==> src/rtl/processor_8085_param_if.sv <==
// rtl/processor_8085_param_if.sv - control, load and status bundle for processor_8085_param
// master drives start and program/register loads; slave returns flags, ACC, pc and status.
interface processor_8085_param_if #(
  parameter int DW     = 8,
  parameter int NREG   = 8,
  parameter int PDEPTH = 64
);
  localparam int AW = $clog2(PDEPTH);
  localparam int RW = $clog2(NREG);

  logic          start;
  logic          prog_we;
  logic [AW-1:0] prog_addr;
  logic [15:0]   prog_data;
  logic          rf_we;
  logic [RW-1:0] rf_addr;
  logic [DW-1:0] rf_wdata;
  logic          z;
  logic          cy;
  logic [DW-1:0] ACC;
  logic [AW-1:0] pc;
  logic          busy;
  logic          halted;

  modport master (
    output start, prog_we, prog_addr, prog_data, rf_we, rf_addr, rf_wdata,
    input  z, cy, ACC, pc, busy, halted
  );

  modport slave (
    input  start, prog_we, prog_addr, prog_data, rf_we, rf_addr, rf_wdata,
    output z, cy, ACC, pc, busy, halted
  );
endinterface

==> src/rtl/processor_8085_param.sv <==
// rtl/processor_8085_param.sv - 8085-flavoured accumulator core, 3 clocks per instruction
// Program memory survives reset; ACC, flags and registers survive start.
module processor_8085_param #(
  parameter int DW     = 8,
  parameter int NREG   = 8,
  parameter int PDEPTH = 64
) (
  input logic                    clk,
  input logic                    reset,
  processor_8085_param_if.slave  bus
);
  localparam int AW  = $clog2(PDEPTH);
  localparam int RW  = $clog2(NREG);
  localparam int OPW = (DW > AW) ? DW : AW;

  typedef enum logic [2:0] {S_IDLE, S_FETCH, S_DECODE, S_EXEC, S_HALT} state_t;

  state_t         state_q, state_d;
  logic [AW-1:0]  pc_q, pc_d;
  logic [DW-1:0]  acc_q, acc_d;
  logic           z_q, z_d, cy_q, cy_d;
  logic [3:0]     op_q, op_d;
  logic [OPW-1:0] opnd_q, opnd_d;
  logic [DW-1:0]  rf_q [NREG];
  logic [15:0]    pmem [PDEPTH];

  logic           busy;
  logic           rf_wr;
  logic [RW-1:0]  rf_wa;
  logic [DW-1:0]  rf_wd;
  logic [RW-1:0]  rn_idx;
  logic [DW-1:0]  rn_val;
  logic           cin;
  logic [DW:0]    sum, diff;
  logic [AW-1:0]  pc_inc;

  assign busy   = (state_q == S_FETCH) || (state_q == S_DECODE) || (state_q == S_EXEC);
  assign rn_idx = opnd_q[RW-1:0];
  assign rn_val = rf_q[rn_idx];
  assign cin    = (op_q == 4'h5) ? cy_q : 1'b0;
  assign sum    = {1'b0, acc_q} + {1'b0, rn_val} + {{DW{1'b0}}, cin};
  assign diff   = {1'b0, acc_q} - {1'b0, rn_val};
  assign pc_inc = pc_q + {{(AW-1){1'b0}}, 1'b1};

  // Loads are only accepted while the core is parked, so they can never race an EXEC write.
  always_ff @(posedge clk) begin
    if (bus.prog_we && !busy) pmem[bus.prog_addr] <= bus.prog_data;
  end

  always_comb begin
    state_d = state_q;
    pc_d    = pc_q;
    acc_d   = acc_q;
    z_d     = z_q;
    cy_d    = cy_q;
    op_d    = op_q;
    opnd_d  = opnd_q;
    rf_wr   = 1'b0;
    rf_wa   = bus.rf_addr;
    rf_wd   = bus.rf_wdata;
    case (state_q)
      S_IDLE, S_HALT: begin
        rf_wr = bus.rf_we;
        if (bus.start) begin
          state_d = S_FETCH;
          pc_d    = '0;
        end
      end
      S_FETCH: begin
        op_d    = pmem[pc_q][15:12];
        opnd_d  = pmem[pc_q][OPW-1:0];
        state_d = S_DECODE;
      end
      S_DECODE: state_d = S_EXEC;
      S_EXEC: begin
        state_d = S_FETCH;
        pc_d    = pc_inc;
        case (op_q)
          4'h1: acc_d = rn_val;
          4'h2: begin
            rf_wr = 1'b1;
            rf_wa = rn_idx;
            rf_wd = acc_q;
          end
          4'h3: acc_d = opnd_q[DW-1:0];
          4'h4, 4'h5: {cy_d, acc_d} = sum;
          4'h6: {cy_d, acc_d} = diff;
          4'h7: begin acc_d = acc_q & rn_val; cy_d = 1'b0; end
          4'h8: begin acc_d = acc_q | rn_val; cy_d = 1'b0; end
          4'h9: begin acc_d = acc_q ^ rn_val; cy_d = 1'b0; end
          4'hA: acc_d = ~acc_q;
          4'hB: pc_d = opnd_q[AW-1:0];
          4'hC: if (z_q)  pc_d = opnd_q[AW-1:0];
          4'hD: if (cy_q) pc_d = opnd_q[AW-1:0];
          4'hE: if (!z_q) pc_d = opnd_q[AW-1:0];
          4'hF: state_d = S_HALT;
          default: ;
        endcase
        // z tracks only the arithmetic/logic group.
        if (op_q >= 4'h4 && op_q <= 4'h9) z_d = (acc_d == '0);
      end
      default: state_d = S_IDLE;
    endcase
  end

  always_ff @(posedge clk or posedge reset) begin
    if (reset) begin
      state_q <= S_IDLE;
      pc_q    <= '0;
      acc_q   <= '0;
      z_q     <= 1'b0;
      cy_q    <= 1'b0;
      op_q    <= '0;
      opnd_q  <= '0;
      for (int i = 0; i < NREG; i++) rf_q[i] <= '0;
    end else begin
      state_q <= state_d;
      pc_q    <= pc_d;
      acc_q   <= acc_d;
      z_q     <= z_d;
      cy_q    <= cy_d;
      op_q    <= op_d;
      opnd_q  <= opnd_d;
      if (rf_wr) rf_q[rf_wa] <= rf_wd;
    end
  end

  assign bus.z      = z_q;
  assign bus.cy     = cy_q;
  assign bus.ACC    = acc_q;
  assign bus.pc     = pc_q;
  assign bus.busy   = busy;
  assign bus.halted = (state_q == S_HALT);
endmodule

==> src/flat_wrapper.sv <==
// flat-port wrapper written by rule: the top's interface ports become plain ports
module processor_8085_param_flat 
#(
  parameter int DW     = 8,
  parameter int NREG   = 8,
  parameter int PDEPTH = 64
)
  (clk, reset, bus_start, bus_prog_we, bus_prog_addr, bus_prog_data, bus_rf_we, bus_rf_addr, bus_rf_wdata, bus_z, bus_cy, bus_ACC, bus_pc, bus_busy, bus_halted);
  processor_8085_param_if #(.DW(DW), .NREG(NREG), .PDEPTH(PDEPTH)) bus_i ();
  input logic clk;
  input logic reset;
  input wire logic [$bits(bus_i.start)-1:0] bus_start;
  input wire logic [$bits(bus_i.prog_we)-1:0] bus_prog_we;
  input wire logic [$bits(bus_i.prog_addr)-1:0] bus_prog_addr;
  input wire logic [$bits(bus_i.prog_data)-1:0] bus_prog_data;
  input wire logic [$bits(bus_i.rf_we)-1:0] bus_rf_we;
  input wire logic [$bits(bus_i.rf_addr)-1:0] bus_rf_addr;
  input wire logic [$bits(bus_i.rf_wdata)-1:0] bus_rf_wdata;
  output wire logic [$bits(bus_i.z)-1:0] bus_z;
  output wire logic [$bits(bus_i.cy)-1:0] bus_cy;
  output wire logic [$bits(bus_i.ACC)-1:0] bus_ACC;
  output wire logic [$bits(bus_i.pc)-1:0] bus_pc;
  output wire logic [$bits(bus_i.busy)-1:0] bus_busy;
  output wire logic [$bits(bus_i.halted)-1:0] bus_halted;
  assign bus_i.start = bus_start;
  assign bus_i.prog_we = bus_prog_we;
  assign bus_i.prog_addr = bus_prog_addr;
  assign bus_i.prog_data = bus_prog_data;
  assign bus_i.rf_we = bus_rf_we;
  assign bus_i.rf_addr = bus_rf_addr;
  assign bus_i.rf_wdata = bus_rf_wdata;
  assign bus_z = bus_i.z;
  assign bus_cy = bus_i.cy;
  assign bus_ACC = bus_i.ACC;
  assign bus_pc = bus_i.pc;
  assign bus_busy = bus_i.busy;
  assign bus_halted = bus_i.halted;
  processor_8085_param #(.DW(DW), .NREG(NREG), .PDEPTH(PDEPTH)) u_core (.clk(clk), .reset(reset), .bus(bus_i));
endmodule
==> config.mk <==
export PLATFORM = sky130hd
export DESIGN_NAME = processor_8085_param_flat
export DESIGN_NICKNAME = d
export VERILOG_FILES = /design/src/rtl/processor_8085_param_if.sv /design/src/rtl/processor_8085_param.sv /design/src/flat_wrapper.sv
export SDC_FILE = /design/constraint.sdc
export NUM_CORES = 1
export LEC_CHECK = 0
export BUFFER_PORTS_ARGS = -buffer_cell sky130_fd_sc_hd__buf_2
export CAP_MARGIN = 0
export CELL_PAD_IN_SITES_DETAIL_PLACEMENT = 0
export CELL_PAD_IN_SITES_GLOBAL_PLACEMENT = 1
export CORE_MARGIN = 4
export CORE_UTILIZATION = 50
export DETAILED_ROUTE_END_ITERATION = 8
export PLACE_DENSITY = 0.79
export SLEW_MARGIN = 20
export SYNTH_ARGS = -nofsm -noshare
export SYNTH_HDL_FRONTEND = slang
export SYNTH_SLANG_ARGS = --single-unit
==> constraint.sdc <==
create_clock -name clk -period 3.55 [get_ports clk]
set_input_delay 0.1775 -clock clk [delete_from_list [all_inputs] [get_ports clk]]
set_output_delay 0.1775 -clock clk [all_outputs]
set_load 0.02 [all_outputs]
After elaboration in Yosys (flattened, before gate mapping)
Memories as Yosys holds them, arrays and structs flattened. A register that Yosys moved wholly into a read port is not among the register bits.
Index checks and enable logic that the tools add are counted.
W data, S select, Z words.
{"block": "word_totals", "n_memories": 1, "register_bits": 83, "out_inout_bits": 18, "ram_bits": 1024}
{"name": "u_core.pmem", "words": 64, "word_bits": 16, "rd": 1, "rd_clocked_by_memory_dff": 1, "wr": 1, "line": "processor_8085_param.sv:25", "text": "logic [15:0] pmem [PDEPTH];"}
{"block": "classes", "reduce_logical": 16, "addsub": 4, "n_bitwise": 6, "n_mux": 27, "n_lt_le_gt_ge": 5, "n_eq_ne": 20}
{"cell": "$bwmux W64", "n": 1}
{"cell": "$pmux W8 S8", "n": 1}
{"cell": "$mux W8", "n": 6}
{"cell": "$eq A4 B4 Y1 const B", "n": 8}
{"cell": "$bmux W8 S3", "n": 1}
{"cell": "$demux W8 S3", "n": 1}
{"cell": "$mux W6", "n": 4}
{"cell": "$pmux W6 S4", "n": 1}
{"cell": "$eq A4 B3 Y1 const B", "n": 4}
{"cell": "$mux W3", "n": 4}
{"cell": "$pmux W3 S4", "n": 1}
{"cell": "$pmux W6 S2", "n": 1}
{"cell": "$add A8 B8 Y9", "n": 1}
{"cell": "$add A9 B1 Y9", "n": 1}
{"cell": "$sub A8 B8 Y9", "n": 1}
{"cell": "$and A8 B8 Y8", "n": 1}
{"cell": "$eq A4 B2 Y1 const B", "n": 2}
{"cell": "$ge A4 B4 Y1 const B", "n": 2}
{"cell": "$logic_not A8 Y1", "n": 1}
{"cell": "$not A3 Y4", "n": 2}
{"cell": "$not A8 Y8", "n": 1}
{"cell": "$or A8 B8 Y8", "n": 1}
{"cell": "$xor A8 B8 Y8", "n": 1}
{"cell": "$add A6 B1 Y6 const B", "n": 1}
{"cell": "other kinds (20)", "n": 30}

Longest topological paths before layout
Gate-level depths: netlist of run 1.
{"block": "logic_depth", "ltp_word": 9, "mapped_depth": 14}

Worst setup path before layout of run 1
OpenSTA, ideal clock, no wires.
{"block": "synth_timing", "path_type": "reg2reg", "from": "register u_core.opnd_q[2], read port of u_core.pmem", "to": "register u_core.z_q, in the netlist u_core.bus.z", "arrival_time_ns": 3.577, "required_time_ns": 3.449, "n_path_buf": 1, "setup_slack_ns": -0.128, "stages_incl_launch_ff": 14, "setup_ns": 0.101, "period_less_slack_ns": 3.678, "path_cell_list": "dfrtp_1 buf_1 mux4_2 mux2i_1 inv_1 ha_1 fa_1 xor2_1 a31oi_1 o221ai_1 o32ai_1 and4_1 o2111ai_1 o32ai_1"}
{"block": "synth_via", "elab_chain_len": 9, "word_cells_on_any_way": 13, "cone_classes": "add/sub: 3; mux: 5; bitwise: 4; reduce/logical: 1"}
{"item": "start, declared", "line": "processor_8085_param.sv:23", "text": "logic [OPW-1:0] opnd_q, opnd_d;"}
{"item": "$not A3 Y4 (not written as such)", "line": "processor_8085_param.sv:39", "text": "assign rn_val = rf_q[rn_idx];"}
{"item": "$bmux W8 S3", "line": "processor_8085_param.sv:39"}
{"item": "$mux W8 (not written as such) (2 in series)", "line": "processor_8085_param.sv:39"}
{"item": "$add A8 B8 Y9", "line": "processor_8085_param.sv:41", "text": "assign sum = {1'b0, acc_q} + {1'b0, rn_val} + {{DW{1'b0}}, cin};"}
{"item": "$add A9 B1 Y9", "line": "processor_8085_param.sv:41"}
{"item": "$pmux W8 S8 *", "line": "processor_8085_param.sv:78", "text": "case (op_q)"}
{"item": "$mux W8 *", "line": "processor_8085_param.sv:61", "text": "case (state_q)"}
{"item": "$logic_not A8 Y1 *", "line": "processor_8085_param.sv:100", "text": "if (op_q >= 4'h4 && op_q <= 4'h9) z_d = (acc_d == '0);"}
{"item": "end signal, assigned", "line": "processor_8085_param.sv:120", "text": "z_q <= z_d;"}
{"item": "end, declared", "line": "processor_8085_param.sv:21", "text": "logic z_q, z_d, cy_q, cy_d;"}
Every way passes the cells marked *; elsewhere a longest branch is shown, timed or not. The select of a mux whose other input is x is not followed.
A chain may end at the register's enable or synchronous reset.

Worst setup path in the final report of run 1
{"block": "layout_timing", "from": "register u_core.opnd_q[1], read port of u_core.pmem", "to": "register u_core.z_q, in the netlist u_core.bus.z"}
The elaborated chain is that of the path after synthesis.

==> parameters.txt, run 1 <==
Parameter                              Value

Outcome
  Run status ... completed

Worst hold path
  Cell depth of the worst hold path ... 1
  Tightest Hold Check Type ... primary input to flop
  Terminating pin of the worst hold path ... u_core.pmem[56][0]$_DFFE_PP_
  Hold Startpoint ... bus_prog_data[0]

Global route
  Total track usage ... between 20% and 30%
  Largest net degree at the start of global routing ... 73
  Via count of the first global-routing pass ... around 18000
  Antenna violations before repair ... 4
  First-pass GRT wire length ... roughly 120 mm
  Overall overflow remaining after global route ... 0

Synthesis
  Sequential-to-total area share from yosys stat ... between 70% and 80%
  Post-Synthesis Net Count ... roughly 1800
  Number of synthesized flops with an enable pin ... between 700 and 800
  Count of state elements after synthesis ... roughly 860
  Largest cells by area after synthesis ... edfxtp_1 65%, mux4_2 17%, dfrtp_1 6.7%
  Cell count after synthesis ... between 1500 and 2000
  Synth Area per Inst ... 20.2 µm²
  Number of warnings reported in the yosys synthesis log ... 0
  Main flop type after synthesis ... edfxtp_1
  Post-synth cell types ... between 50 and 60
  Yosys top cell area share ... ~65%
  Synth Cell Area ... roughly 0.035 mm²
  Library cell occupying the most area in the post-synthesis netlist ... edfxtp_1
  Post-synthesis async set-or-reset flop share ... between 10% and 20%

Power and ir drop
  Pwr per Cell Area ... just under 800 mW/mm²
  Leakage power total ... between 10 and 15 nW
  Power, Total ... 32.0 mW
  Worst-case vdd ir drop ... 0.557 mV

Setup path
  Capturing element type of the critical path ... flop
  Library cell contributing the largest single delay on the critical path ... mux4_2
  Startpoint of the worst register-to-register path ... u_core.opnd_q[1]$_DFFE_PP0P_
  Data required time at the worst endpoint ... roughly 4 ns
  Worst reg-to-reg setup slack ... roughly 0.11 ns
  R2R Path End ... u_core.bus.z$_DFFE_PP0P_
  Cell repeated most along the worst path ... o32ai_2
  Number of cells traversed by the worst register-to-register path ... 13
  Family of cells with the greatest summed delay on the critical path ... compound AO/OA/AOI/OAI gates
  Critical Setup Path Class ... flop to flop
  CP Cell Sequence ... mux4_2 > mux2i_1 > buf_4 > inv_1 > ha_2 > fa_2 > xor2_1 > a31oi_1 > o221ai_1 > o32ai_2 > and4_1 > o2111ai_2 > o32ai_2
  Startpoint kind of the worst setup timing path ... flop
  Maximum fanout encountered on the critical timing path ... 4
  Crit path largest cell delay ... approximately 0.52 ns
  Cell count along the critical path ... 13
  Worst Path Buf+Inv ... 2
  Arrival time of the worst setup path ... 3.97 ns

Clocking
  Root buf cell ... clkbuf_16
  H-tree levels ... 3
  Clk Latency, worst-skew pair ... ~0.66 ns
  CTS max path bufs ... 3
  CTS tree ... built
  Cts bufs inserted ... just under 90
  Number of clock sinks seen by CTS ... ~860
  Clk slew on worst S/H paths ... 0.06 ns

Die
  Floorplan die width ... around 270 µm
  Total number of placement rows ... slightly below 100
  Die height ... 274 µm
  Die outline area ... roughly 0.075 mm²
  Top-Level Pins ... between 50 and 60
  Core Box Area ... 0.0700 mm²
  Effective utilization at floorplan ... roughly half

Drt
  Residual DRC ... 0
  Sum of routed wire length over all layers ... 77.7 mm
  Number of optimization iterations in the first detailed-route pass ... 7
  WL per Instance ... approximately 27 µm
  Iter 0 DRT Violations ... 1773
  Via count ... approximately 18000
  Avg Vias per Cell ... about 6
  Count of nets left with antenna violations after detail routing ... 0

Place
  Final RePlAce weighted congestion ... 0.852
  Buffers on Ports ... a little over 50
  Detailed placement HPWL ... 49.0 mm

STA
  Maximum operating frequency ... between 0.2 and 0.3 GHz
  Final Critical Period ... 3.44 ns
  Relative slew margins ... a little under a third
  Final Setup Violations ... 0
  Unrepaired setup endpoints after global routing ... true
  Max Transition Viols Final ... 0
  Total count of hold-check failures in the final report ... 0
  Crit share post-route ... between 90% and 100%
  Worst slew pin tran ... just over 1 ns
  Final setup skew ... between 0.04 and 0.05 ns

Layout
  Fraction of layout cells with a size suffix above 1 ... 33.8%
  Final Net Count ... approximately 2000
  Syn-to-layout area delta ... 14.6%
  Final standard cell utilization of the core ... between 50 and 60%

Run
  # Max-Cap Violations ... 0
==> layout make-up <==
class	instances	area [µm²]
Inverter	37	141
Sequential cell	863	25500
Timing Repair Buffer	181	1500
Clock buffer	108	2320
Fill cell	5058	29600
Tap cell	940	1180
Antenna cell	2	5.00
Multi-Input combinational cell	746	9370
Clock inverter	54	504
==> timing repair <==
item,in CTS,in global routing
gates cloned,1,0
hold buffers,2,0
pin swaps,1,9
gates resized for setup,2,12
setup buffers,0,5
endpoints found under the setup margin,1,2
endpoints found under the hold margin,73,0
==> logic make-up (layout without fill, tap and decap cells) <==
group	after synthesis	in the layout	share of synthesized area, %
flops	863	863	72.1
mux	350	350	19.7
simple gates	218	218	2.86
compound gates	141	141	2.51
buf+inv	136	380	1.57
fa+ha+maj	30	30	1.13
xor+xnor	7	7	0.174
other cells	0	2	0
==> per-stage QoR <==
step           cells  cell area, µm²  hold slack, ns  TNS [ns]  worst slack, ns
5_1_grt         2931           40500          0.0806   -0.0923          -0.0923
6_report        2931           40500          0.0744         0            0.115
2_1_floorplan   1745           35300           0.267         0            0.103
4_1_cts         2924           40300           0.106         0           0.0329
3_3_place_gp    2759           37400           0.416         0           0.0434
3_5_place_dp    2759           37400           0.426         0           0.0286
==> power by group <==
| part | switching [mW] | total [mW] | internal, mW |
|---|---|---|---|
| clock network | 3.90 | 8.97 | 5.07 |
| registers | 0.591 | 12.2 | 11.6 |
| logic | 5.54 | 10.8 | 5.26 |
==> placed cells by master, fill, tap and decap left out, types with 7 or more instances in the layout <==
cell | netlist | layout
edfxtp_1 | 768 | 768
mux4_2 | 268 | 268
buf_4 | 7 | 122
nor2_1 | 101 | 101
clkbuf_16 | 0 | 90
dfrtp_1 | 95 | 89
mux2_2 | 75 | 75
nand2_1 | 44 | 44
o21ai_0 | 41 | 41
buf_2 | 14 | 39
inv_1 | 37 | 36
a21oi_1 | 27 | 27
ha_1 | 27 | 26
clkinv_1 | 0 | 19
clkbuf_1 | 65 | 18
buf_12 | 0 | 16
nand3_1 | 15 | 15
clkinv_2 | 0 | 13
nor2b_1 | 10 | 10
a31oi_1 | 9 | 9
nor3_1 | 9 | 9
nand3b_1 | 9 | 9
o21ai_1 | 8 | 8
o22ai_1 | 7 | 7
nor3b_1 | 8 | 7
mux2i_1 | 7 | 7
==> synthesized netlist by cell type, types with 10 or more instances <==
master,number
nor2_1,101
mux4_2,268
nor2b_1,10
ha_1,27
buf_2,14
edfxtp_1,768
clkbuf_1,65
a21oi_1,27
inv_1,37
dfrtp_1,95
nand2_1,44
mux2_2,75
o21ai_0,41
buf_1,13
nand3_1,15
==> registers in the layout, summed over array words and instances (netlist names) <==
name            cells
u_core.bus.ACC      8
u_core.bus.cy       1
u_core.bus.pc       6
u_core.bus.z        1
u_core.op_q         4
u_core.opnd_q       8
u_core.pmem       768
u_core.rf_q        64
u_core.state_q      3
==> worst max-delay path by stage <==
stage,start,end,slack [ns]
floorplan,u_core.opnd_q[2]$_DFFE_PP0P_,u_core.bus.z$_DFFE_PP0P_,0.10
global placement,u_core.opnd_q[1]$_DFFE_PP0P_,u_core.bus.z$_DFFE_PP0P_,0.04
detailed placement,u_core.opnd_q[1]$_DFFE_PP0P_,u_core.bus.z$_DFFE_PP0P_,0.03
CTS,u_core.opnd_q[1]$_DFFE_PP0P_,u_core.bus.z$_DFFE_PP0P_,0.03
global route,u_core.opnd_q[2]$_DFFE_PP0P_,u_core.bus.z$_DFFE_PP0P_,-0.09
finish,u_core.opnd_q[1]$_DFFE_PP0P_,u_core.bus.z$_DFFE_PP0P_,0.11
==> routing by layer <==
metal / wire length (µm) / up-vias / part of all wire, % / global-route usage, %
met4: 2250 / 2 / 2.9 / 6.24
met5: 13 / - / 0.017 / 0
met1: 31700 / 9396 / 41 / 29.7
met2: 38900 / 629 / 50 / 34.3
met3: 4950 / 126 / 6.4 / 3.70
li1: - / 7513 / - / -
Power figures use the tool's default switching activity.
==> inputs of run 2 (changes only) <==
--- a/config.mk
+++ b/config.mk
@@ -5,10 +5,12 @@
 export SDC_FILE = /design/constraint.sdc
 export NUM_CORES = 1
 export LEC_CHECK = 0
+export ABC_CLOCK_PERIOD_IN_PS = 3550
 export BUFFER_PORTS_ARGS = -buffer_cell sky130_fd_sc_hd__buf_2
 export CAP_MARGIN = 0
 export CELL_PAD_IN_SITES_DETAIL_PLACEMENT = 0
 export CELL_PAD_IN_SITES_GLOBAL_PLACEMENT = 1
+export CORE_ASPECT_RATIO = 2
 export CORE_MARGIN = 4
 export CORE_UTILIZATION = 50
 export DETAILED_ROUTE_END_ITERATION = 8
==> parameters.txt, run 2 (synthesis results as in run 1) <==
Parameter                              Value

Drt
  Count of nets left with antenna violations after detail routing ... 0 (unchanged)
  Via count ... 17700 (about the same)
  Sum of routed wire length over all layers ... 82.2 mm (was 77.7 mm)
  Residual DRC ... 0 (unchanged)
  WL per Instance ... 28.5 µm (was 26.5 µm)
  Avg Vias per Cell ... 6.13 (was 6.03)
  Iter 0 DRT Violations ... 1406 (was 1773)
  Number of optimization iterations in the first detailed-route pass ... 4 (was 7)

Power and ir drop
  Total internal power ... 21.3 mW (was 22.0 mW)
  Net Sw Power ... 10.1 mW (was 10.0 mW)
  Pwr per Cell Area ... 784 mW/mm² (was 790 mW/mm²)
  Combinational cell fraction of total power ... 36.2% (was 33.8%)
  Sw frac ... 32.1% (was 31.3%)
  Leakage power total ... 13.2 nW (was 13.3 nW)
  Clk network pwr share ... 24.8% (was 28.0%)
  Sequential fraction of design power ... 39.0% (was 38.2%)
  Worst-case vdd ir drop ... 0.619 mV (was 0.557 mV)

Die
  Core Box Area ... 0.0699 mm² (was 0.0700 mm²)
  Die outline area ... 0.0752 mm² (was 0.0749 mm²)
  Floorplan die width ... 196 µm (was 274 µm)
  Effective utilization at floorplan ... 50.5% (was 50.4%)
  Total number of placement rows ... 137 (was 97)
  Top-Level Pins ... 56 (unchanged)
  Die height ... 384 µm (was 274 µm)

Setup path
  Capturing element type of the critical path ... flop (unchanged)
  Maximum fanout encountered on the critical timing path ... 4 (unchanged)
  Critical Setup Path Class ... flop to flop (unchanged)
  Data required time at the worst endpoint ... 4.09 ns (was 4.08 ns)
  Worst reg-to-reg setup slack ... 0.1 ns (was 0.11 ns)
  Startpoint kind of the worst setup timing path ... flop (unchanged)
  Arrival time of the worst setup path ... 3.99 ns (was 3.97 ns)

Run
  # Max-Cap Violations ... 0 (unchanged)

Clocking
  H-tree levels ... 3 (unchanged)
  Clk slew on worst S/H paths ... 0.07 ns (was 0.06 ns)
  Clk Latency, worst-skew pair ... 0.65 ns (was 0.66 ns)
  Root buf cell ... clkbuf_16 (unchanged)
  Number of clock sinks seen by CTS ... 863 (unchanged)
  CTS max path bufs ... 3 (unchanged)
  CTS tree ... built (unchanged)
  Cts bufs inserted ... 72 (was 89)

Layout
  Fraction of layout cells with a size suffix above 1 ... 34.2% (was 33.8%)
  Top Registers ... u_core.pmem: 768 flops, u_core.rf_q: 64 flops (unchanged)
  Top register by number of flip-flops ... u_core.pmem (unchanged)
  Syn-to-layout area delta ... 13.5% (was 14.6%)
  Leading cell types in the layout, fill and taps excluded ... 768 x edfxtp_1, 268 x mux4_2, 140 x buf_4, 101 x nor2_1, 89 x dfrtp_1 (was 768 x edfxtp_1, 268 x mux4_2, 122 x buf_4, 101 x nor2_1, 90 x clkbuf_16)
  Final standard cell utilization of the core ... 57.3% (was 57.8%)
  Final Net Count ... 1988 (was 1986)
  Largest register FFs ... 768 (unchanged)
  Multi-input gate area ... 0.00939 mm² (was 0.00937 mm²)
  Fill count ... 5038 (was 5058)
  Combined flip-flop and latch cell area ... 0.0255 mm² (unchanged)
  Most common library cell in the layout ignoring fill and taps ... edfxtp_1 (unchanged)
  Post-route design area ... 0.0401 mm² (was 0.0405 mm²)

STA
  Unrepaired setup endpoints after global routing ... false (was true)
  Total count of hold-check failures in the final report ... 0 (unchanged)
  Final total negative setup slack ... 0 ns (unchanged)
  Final Critical Period ... 3.45 ns (was 3.44 ns)
  Relative slew margins ... 29.8% (was 30.7%)
  Worst slew pin tran ... 1.05 ns (was 1.04 ns)
  Final Setup Violations ... 0 (unchanged)
  Max Transition Viols Final ... 0 (unchanged)
  Final setup skew ... 0.0277 ns (was 0.0437 ns)
  Maximum operating frequency ... 0.290 GHz (was 0.291 GHz)
  Final worst slack ... 0.0973 ns (was 0.115 ns)
  Crit share post-route ... 97.3% (was 96.8%)

Global route
  Overall overflow remaining after global route ... 0 (unchanged)
  Antenna violations before repair ... 5 (was 4)
  Largest net degree at the start of global routing ... 72 (was 73)
  First-pass GRT wire length ... 124 mm (was 117 mm)
  Via count of the first global-routing pass ... 18900 (was 18300)
  Total track usage ... 22.2% (was 21.1%)

Place
  Pre-CTS setup slack ... 0.0108 ns (was 0.0286 ns)
  Final RePlAce weighted congestion ... 0.896 (was 0.852)
  Buffers on Ports ... 51 (unchanged)
  Placed standard-cell area ... 0.0376 mm² (was 0.0374 mm²)
  Detailed placement HPWL ... 55.0 mm (was 49.0 mm)

Worst hold path
  Tightest Hold Check Type ... primary input to flop (unchanged)

Outcome
  Run status ... completed (unchanged)
[run 2: cell count changes in the layout (fill, tap and decap cells not counted), moves of 5 or more]
cell and change:
buf_4 +18, clkbuf_16 -16, clkinv_1 -14, inv_6 +6, clkinv_2 -5
[run 2: worst paths after layout]
kind | from | end | cells after the start
worst min register to register | u_core.rf_q[24]$_DFFE_PP0P_ | u_core.rf_q[24]$_DFFE_PP0P_ | 1
max in group asynchronous | reset | u_core.rf_q[35]$_DFFE_PP0P_ | 4
worst min-delay path | bus_prog_data[0] | u_core.pmem[8][0]$_DFFE_PP_ | 1
worst max-delay path | u_core.opnd_q[2]$_DFFE_PP0P_ | u_core.bus.z$_DFFE_PP0P_ | 13
min in group asynchronous | reset | u_core.rf_q[50]$_DFFE_PP0P_ | 3
worst max register to register | u_core.opnd_q[2]$_DFFE_PP0P_ | u_core.bus.z$_DFFE_PP0P_ | 13
[run 2: per-stage QoR]
stage               total power [mW]  cells  hold WS (ns)
global route                    32.8   2883        0.0736
CTS                             31.3   2879         0.177
floorplan                       19.4   1745         0.267
global placement                23.3   2744         0.401
finish                          31.4   2885        0.0832
detailed placement              23.5   2744         0.393
[run 2: repair_timing]
| action | 4_1_cts | 5_1_grt |
|---|---|---|
| endpoints found under the hold margin | 72 | 0 |
| gates resized for setup | 0 | 22 |
| setup buffers | 0 | 1 |
| endpoints found under the setup margin | 0 | 4 |
| hold buffers | 2 | 0 |
[run 2: per-layer routing]
| layer | track usage, % | part of all wire, % | up-vias |
|---|---|---|---|
| met4 | 10.2 | 5.0 | 2 |
| met1 | 24.4 | 33 | 9381 |
| met5 | 0 | 0.024 | - |
| li1 | - | - | 7528 |
| met2 | 42.0 | 57 | 622 |
| met3 | 3.21 | 4.9 | 162 |
[run 2: area by class of cell]
class,instances,share of cell area (%)
Tap cell,903,2.82
Timing Repair Buffer,200,4.10
Sequential cell,863,63.5
Antenna cell,3,0.0187
Multi-Input combinational cell,746,23.4
Clock buffer,96,4.83
Inverter,37,0.353
Clock inverter,37,0.921
[run 2: critical path, stage by stage, from the launching register on]
cell and delay [ns]:
dfrtp_1 0.41, mux4_2 0.53, mux2i_1 0.17, buf_4 0.18, inv_1 0.06, ha_2 0.18
fa_2 0.52, nor2_1 0.04, a2bb2oi_1 0.17, o22ai_1 0.12, o32ai_2 0.32, and4_1 0.32
o2111ai_1 0.13, o32ai_1 0.22
[run 2: power groups by stage]
stage / combinational (mW) / sequential (mW) / clock (mW)
2_1_floorplan: 7.21 / 12.2 / 0
3_3_place_gp: 10.9 / 12.4 / 0
3_5_place_dp: 11.1 / 12.5 / 0
4_1_cts: 11.1 / 12.2 / 7.95
5_1_grt: 12.1 / 12.3 / 8.38
6_report: 11.4 / 12.2 / 7.80
==> inputs of run 3 (changes only) <==
--- a/config.mk
+++ b/config.mk
@@ -5,6 +5,7 @@
 export SDC_FILE = /design/constraint.sdc
 export NUM_CORES = 1
 export LEC_CHECK = 0
+export ABC_AREA = 1
 export ABC_CLOCK_PERIOD_IN_PS = 3550
 export BUFFER_PORTS_ARGS = -buffer_cell sky130_fd_sc_hd__buf_2
 export CAP_MARGIN = 0
@@ -12,7 +13,7 @@
 export CELL_PAD_IN_SITES_GLOBAL_PLACEMENT = 1
 export CORE_ASPECT_RATIO = 2
 export CORE_MARGIN = 4
-export CORE_UTILIZATION = 50
+export CORE_UTILIZATION = 46
 export DETAILED_ROUTE_END_ITERATION = 8
 export PLACE_DENSITY = 0.79
 export SLEW_MARGIN = 20
==> parameters.txt, run 3 <==
Parameter                              Value

STA
  Max Transition Viols Final ... 0 (unchanged)
  Final Setup Violations ... 0 (unchanged)
  Relative slew margins ... 27.7% (was 29.8%)
  Total count of hold-check failures in the final report ... 0 (unchanged)
  Final total negative setup slack ... 0 ns (unchanged)
  Final setup skew ... 0.0152 ns (was 0.0277 ns)
  Final-layout worst hold slack ... 0.0605 ns (was 0.0832 ns)
  Crit share post-route ... 92.7% (was 97.3%)
  Final worst slack ... 0.259 ns (was 0.0973 ns)
  Unrepaired setup endpoints after global routing ... false (unchanged)
  Final Critical Period ... 3.29 ns (was 3.45 ns)
  Worst slew pin tran ... 1.08 ns (was 1.05 ns)
  Maximum operating frequency ... 0.304 GHz (was 0.290 GHz)

Layout
  Fraction of layout cells with a size suffix above 1 ... 10.8% (was 34.2%)
  Final standard cell utilization of the core ... 52.2% (was 57.3%)
  Count of placed standard cells in the final layout, fillers left out ... 4315 (was 2885)
  Most common library cell in the layout ignoring fill and taps ... edfxtp_1 (unchanged)
  Largest register FFs ... 768 (unchanged)
  Fill count ... 6588 (was 5038)
  Leading cell types in the layout, fill and taps excluded ... 768 x edfxtp_1, 494 x nor2_1, 430 x nand2_1, 381 x o21ai_0, 185 x nand3_1 (was 768 x edfxtp_1, 268 x mux4_2, 140 x buf_4, 101 x nor2_1, 89 x dfrtp_1)
  Final Net Count ... 3296 (was 1988)
  Ant. Diodes ... 0 (was 3)
  Top register by number of flip-flops ... u_core.pmem (unchanged)
  Syn-to-layout area delta ... 12.4% (was 13.5%)
  Post-route design area ... 0.0408 mm² (was 0.0401 mm²)
  Top Registers ... u_core.pmem: 768 flops, u_core.rf_q: 64 flops (unchanged)

Outcome
  Run status ... completed (unchanged)

Synthesis
  Library cell occupying the most area in the post-synthesis netlist ... edfxtp_1 (unchanged)
  Fraction of the mapped netlist area in adder cells ... 1.10% (was 1.13%)
  Synth Cell Area ... 0.0363 mm² (was 0.0353 mm²)
  Synth Area in Simple Gates ... 13.3% (was 2.86%)
  Cell count after synthesis ... 3136 (was 1745)
  Most used standard cell by instance count after synthesis ... edfxtp_1 (unchanged)
  Largest cells by area after synthesis ... edfxtp_1 64%, dfrtp_1 6.6%, o21ai_0 5.3% (was edfxtp_1 65%, mux4_2 17%, dfrtp_1 6.7%)
  Post-synthesis async set-or-reset flop share ... 11.0% (unchanged)
  Number of synthesized flops with an enable pin ... 768 (unchanged)
  Post-synth cell types ... 43 (was 58)
  Synth Area per Inst ... 11.6 µm² (was 20.2 µm²)
  Sequential-to-total area share from yosys stat ... 70.1% (was 72.1%)
  Compound-Gate Fraction of Synth Area ... 12.0% (was 2.51%)
  Number of warnings reported in the yosys synthesis log ... 0 (unchanged)
  Xor and xnor fraction of the mapped netlist area ... 0.0965% (was 0.174%)
  Main combinational cell family by area after synthesis ... simple AND/OR/NAND/NOR gates (was multiplexers)
  Post-Synthesis Net Count ... 3204 (was 1813)
  Most numerous cell types in the synthesized netlist ... 768 x edfxtp_1, 494 x nor2_1, 431 x nand2_1 (was 768 x edfxtp_1, 268 x mux4_2, 101 x nor2_1)
  Yosys top cell area share ... 63.5% (was 65.3%)
  Count of state elements after synthesis ... 863 (unchanged)
  Main flop type after synthesis ... edfxtp_1 (unchanged)
  Mux contribution to synthesized area ... 0.0586% (was 19.7%)

Die
  Top-Level Pins ... 56 (unchanged)
  Die outline area ... 0.0837 mm² (was 0.0752 mm²)
  Effective utilization at floorplan ... 46.4% (was 50.5%)
  Core Box Area ... 0.0782 mm² (was 0.0699 mm²)
  Floorplan die width ... 207 µm (was 196 µm)
  Die height ... 405 µm (was 384 µm)
  Total number of placement rows ... 145 (was 137)

Setup path
  Family of cells with the greatest summed delay on the critical path ... simple AND/OR/NAND/NOR gates (was compound AO/OA/AOI/OAI gates)
  Maximum fanout encountered on the critical timing path ... 10 (was 4)
  CP Cell Sequence ... inv_1 > buf_4 > o21ai_0 > o21ai_0 > nand2_2 > ha_1 > buf_4 > nor2_1 > and2_1 > nand2_1 > nand2_1 > nand2_1 > nand3_1 > nand3_1 > nand2_1 > nand2_1 > nor2_1 > nand3_1 > nand2_1 (was mux4_2 > mux2i_1 > buf_4 > inv_1 > ha_2 > fa_2 > nor2_1 > a2bb2oi_1 > o22ai_1 > o32ai_2 > and4_1 > o2111ai_1 > o32ai_1)
  Cell repeated most along the worst path ... nand2_1
  Data required time at the worst endpoint ... 4.14 ns (was 4.09 ns)
  Library cell contributing the largest single delay on the critical path ... dfrtp_1 (was mux4_2)
  Arrival time of the worst setup path ... 3.89 ns (was 3.99 ns)
  Startpoint kind of the worst setup timing path ... flop (unchanged)
  Capturing element type of the critical path ... flop (unchanged)
  Worst Path Buf+Inv ... 3 (was 2)
  Critical Setup Path Class ... flop to flop (unchanged)
  Crit path largest cell delay ... 0.51 ns (was 0.53 ns)

Global route
  Antenna violations before repair ... 0 (was 5)
  Largest net degree at the start of global routing ... 140 (was 72)
  Via count of the first global-routing pass ... 25200 (was 18900)
  First-pass GRT wire length ... 157 mm (was 124 mm)
  Total track usage ... 25.2% (was 22.2%)
  Overall overflow remaining after global route ... 0 (unchanged)

Drt
  WL per Instance ... 24.6 µm (was 28.5 µm)
  Via count ... 25300 (was 17700)
  Sum of routed wire length over all layers ... 106 mm (was 82.2 mm)
  Avg Vias per Cell ... 5.87 (was 6.13)
  Residual DRC ... 0 (unchanged)
  Iter 0 DRT Violations ... 2521 (was 1406)
  Count of nets left with antenna violations after detail routing ... 0 (unchanged)
  Number of optimization iterations in the first detailed-route pass ... 8 (was 4)

Power and ir drop
  Leakage power total ... 14.6 nW (was 13.2 nW)
  Worst-case vdd ir drop ... 0.466 mV (was 0.619 mV)
  Power, Total ... 32.5 mW (was 31.4 mW)
  Pwr per Cell Area ... 797 mW/mm² (was 784 mW/mm²)

Clocking
  CTS max path bufs ... 3 (unchanged)
  H-tree levels ... 3 (unchanged)
  Root buf cell ... clkbuf_16 (unchanged)
  CTS tree ... built (unchanged)
  Clk slew on worst S/H paths ... 0.07 ns (about the same)
  Number of clock sinks seen by CTS ... 863 (unchanged)
  Clk Latency, worst-skew pair ... 0.65 ns (about the same)
  Cts bufs inserted ... 75 (was 72)

Place
  Buffers on Ports ... 51 (unchanged)
  Pre-CTS setup slack ... 0.253 ns (was 0.0108 ns)
  Number of placed cells counting well taps ... 4178 (was 2744)
  Final RePlAce weighted congestion ... 0.912 (was 0.896)
  Detailed placement HPWL ... 67.4 mm (was 55.0 mm)
  Placed standard-cell area ... 0.0383 mm² (was 0.0376 mm²)

Run
  # Max-Cap Violations ... 0 (unchanged)

Worst hold path
  Tightest Hold Check Type ... primary input to flop (unchanged)
[run 3: cell count changes in the layout (fill, tap and decap cells not counted), moves of 31 or more]
| cell | before | now |
|---|---|---|
| nor2_1 | 101 | 494 |
| nand2_1 | 44 | 430 |
| o21ai_0 | 40 | 381 |
| mux4_2 | 268 | 0 |
| nand3_1 | 15 | 185 |
| o22ai_1 | 7 | 139 |
| o21ai_1 | 9 | 99 |
| mux2_2 | 73 | 1 |
| inv_1 | 35 | 95 |
| a21oi_1 | 27 | 79 |
| o211ai_1 | 3 | 38 |
| o221ai_1 | 2 | 33 |
[run 3: cell families (layout without fill, tap and decap cells)]
logic type / Yosys count / after routing
adder cells (fa/ha/maj): 30 / 30
AND/OR/NAND/NOR: 1160 / 1160
multiplexers: 2 / 2
AO/OA/AOI/OAI: 781 / 781
buffers and inverters: 296 / 446
flip-flops: 863 / 863
XOR/XNOR: 4 / 4
[run 3: where the power goes]
group	internal, mW	switching, mW	total (mW)
logic	3.53	8.72	12.2
registers	11.6	0.537	12.1
clock network	4.60	3.59	8.19
total	19.7	12.8	32.5
[run 3: final cells by class]
class	count	area, µm²	share of cell area [%]
inverters	107	420	1.03
well taps	1029	1290	3.16
flip-flops and latches	863	25500	62.4
clock inverters	35	294	0.721
clock buffers	100	2140	5.24
multi-input cells	1977	9640	23.6
repair buffers	204	1580	3.86
[run 3: worst paths after layout]
kind | cells past startpoint | endpoint | startpoint | slack, ns
setup reg to reg | 19 | u_core.bus.z$_DFFE_PP0P_ | u_core.opnd_q[1]$_DFFE_PP0P_ | 0.26
min in group asynchronous | 3 | u_core.rf_q[62]$_DFFE_PP0P_ | reset | 0.23
hold reg to reg | 2 | u_core.rf_q[39]$_DFFE_PP0P_ | u_core.rf_q[39]$_DFFE_PP0P_ | 0.49
hold / removal | 1 | u_core.pmem[14][1]$_DFFE_PP_ | bus_prog_data[1] | 0.06
setup / recovery | 19 | u_core.bus.z$_DFFE_PP0P_ | u_core.opnd_q[1]$_DFFE_PP0P_ | 0.26
max in group asynchronous | 4 | u_core.bus.pc[0]$_DFFE_PP0P_ | reset | 2.46
[run 3: routing by layer]
metal	vias to the layer above	routed length, µm	track usage (%)
met3	298	5940	2.98
met5	-	0	0
met4	0	8850	18.4
met2	1019	55700	44.6
met1	12600	35600	27.4
li1	11400	-	-
[run 3: repair_timing]
item	CTS	global route
gates resized for setup	0	1
setup buffers	0	0
endpoints found under the hold margin	61	0
hold buffers	2	0
endpoints found under the setup margin	0	1
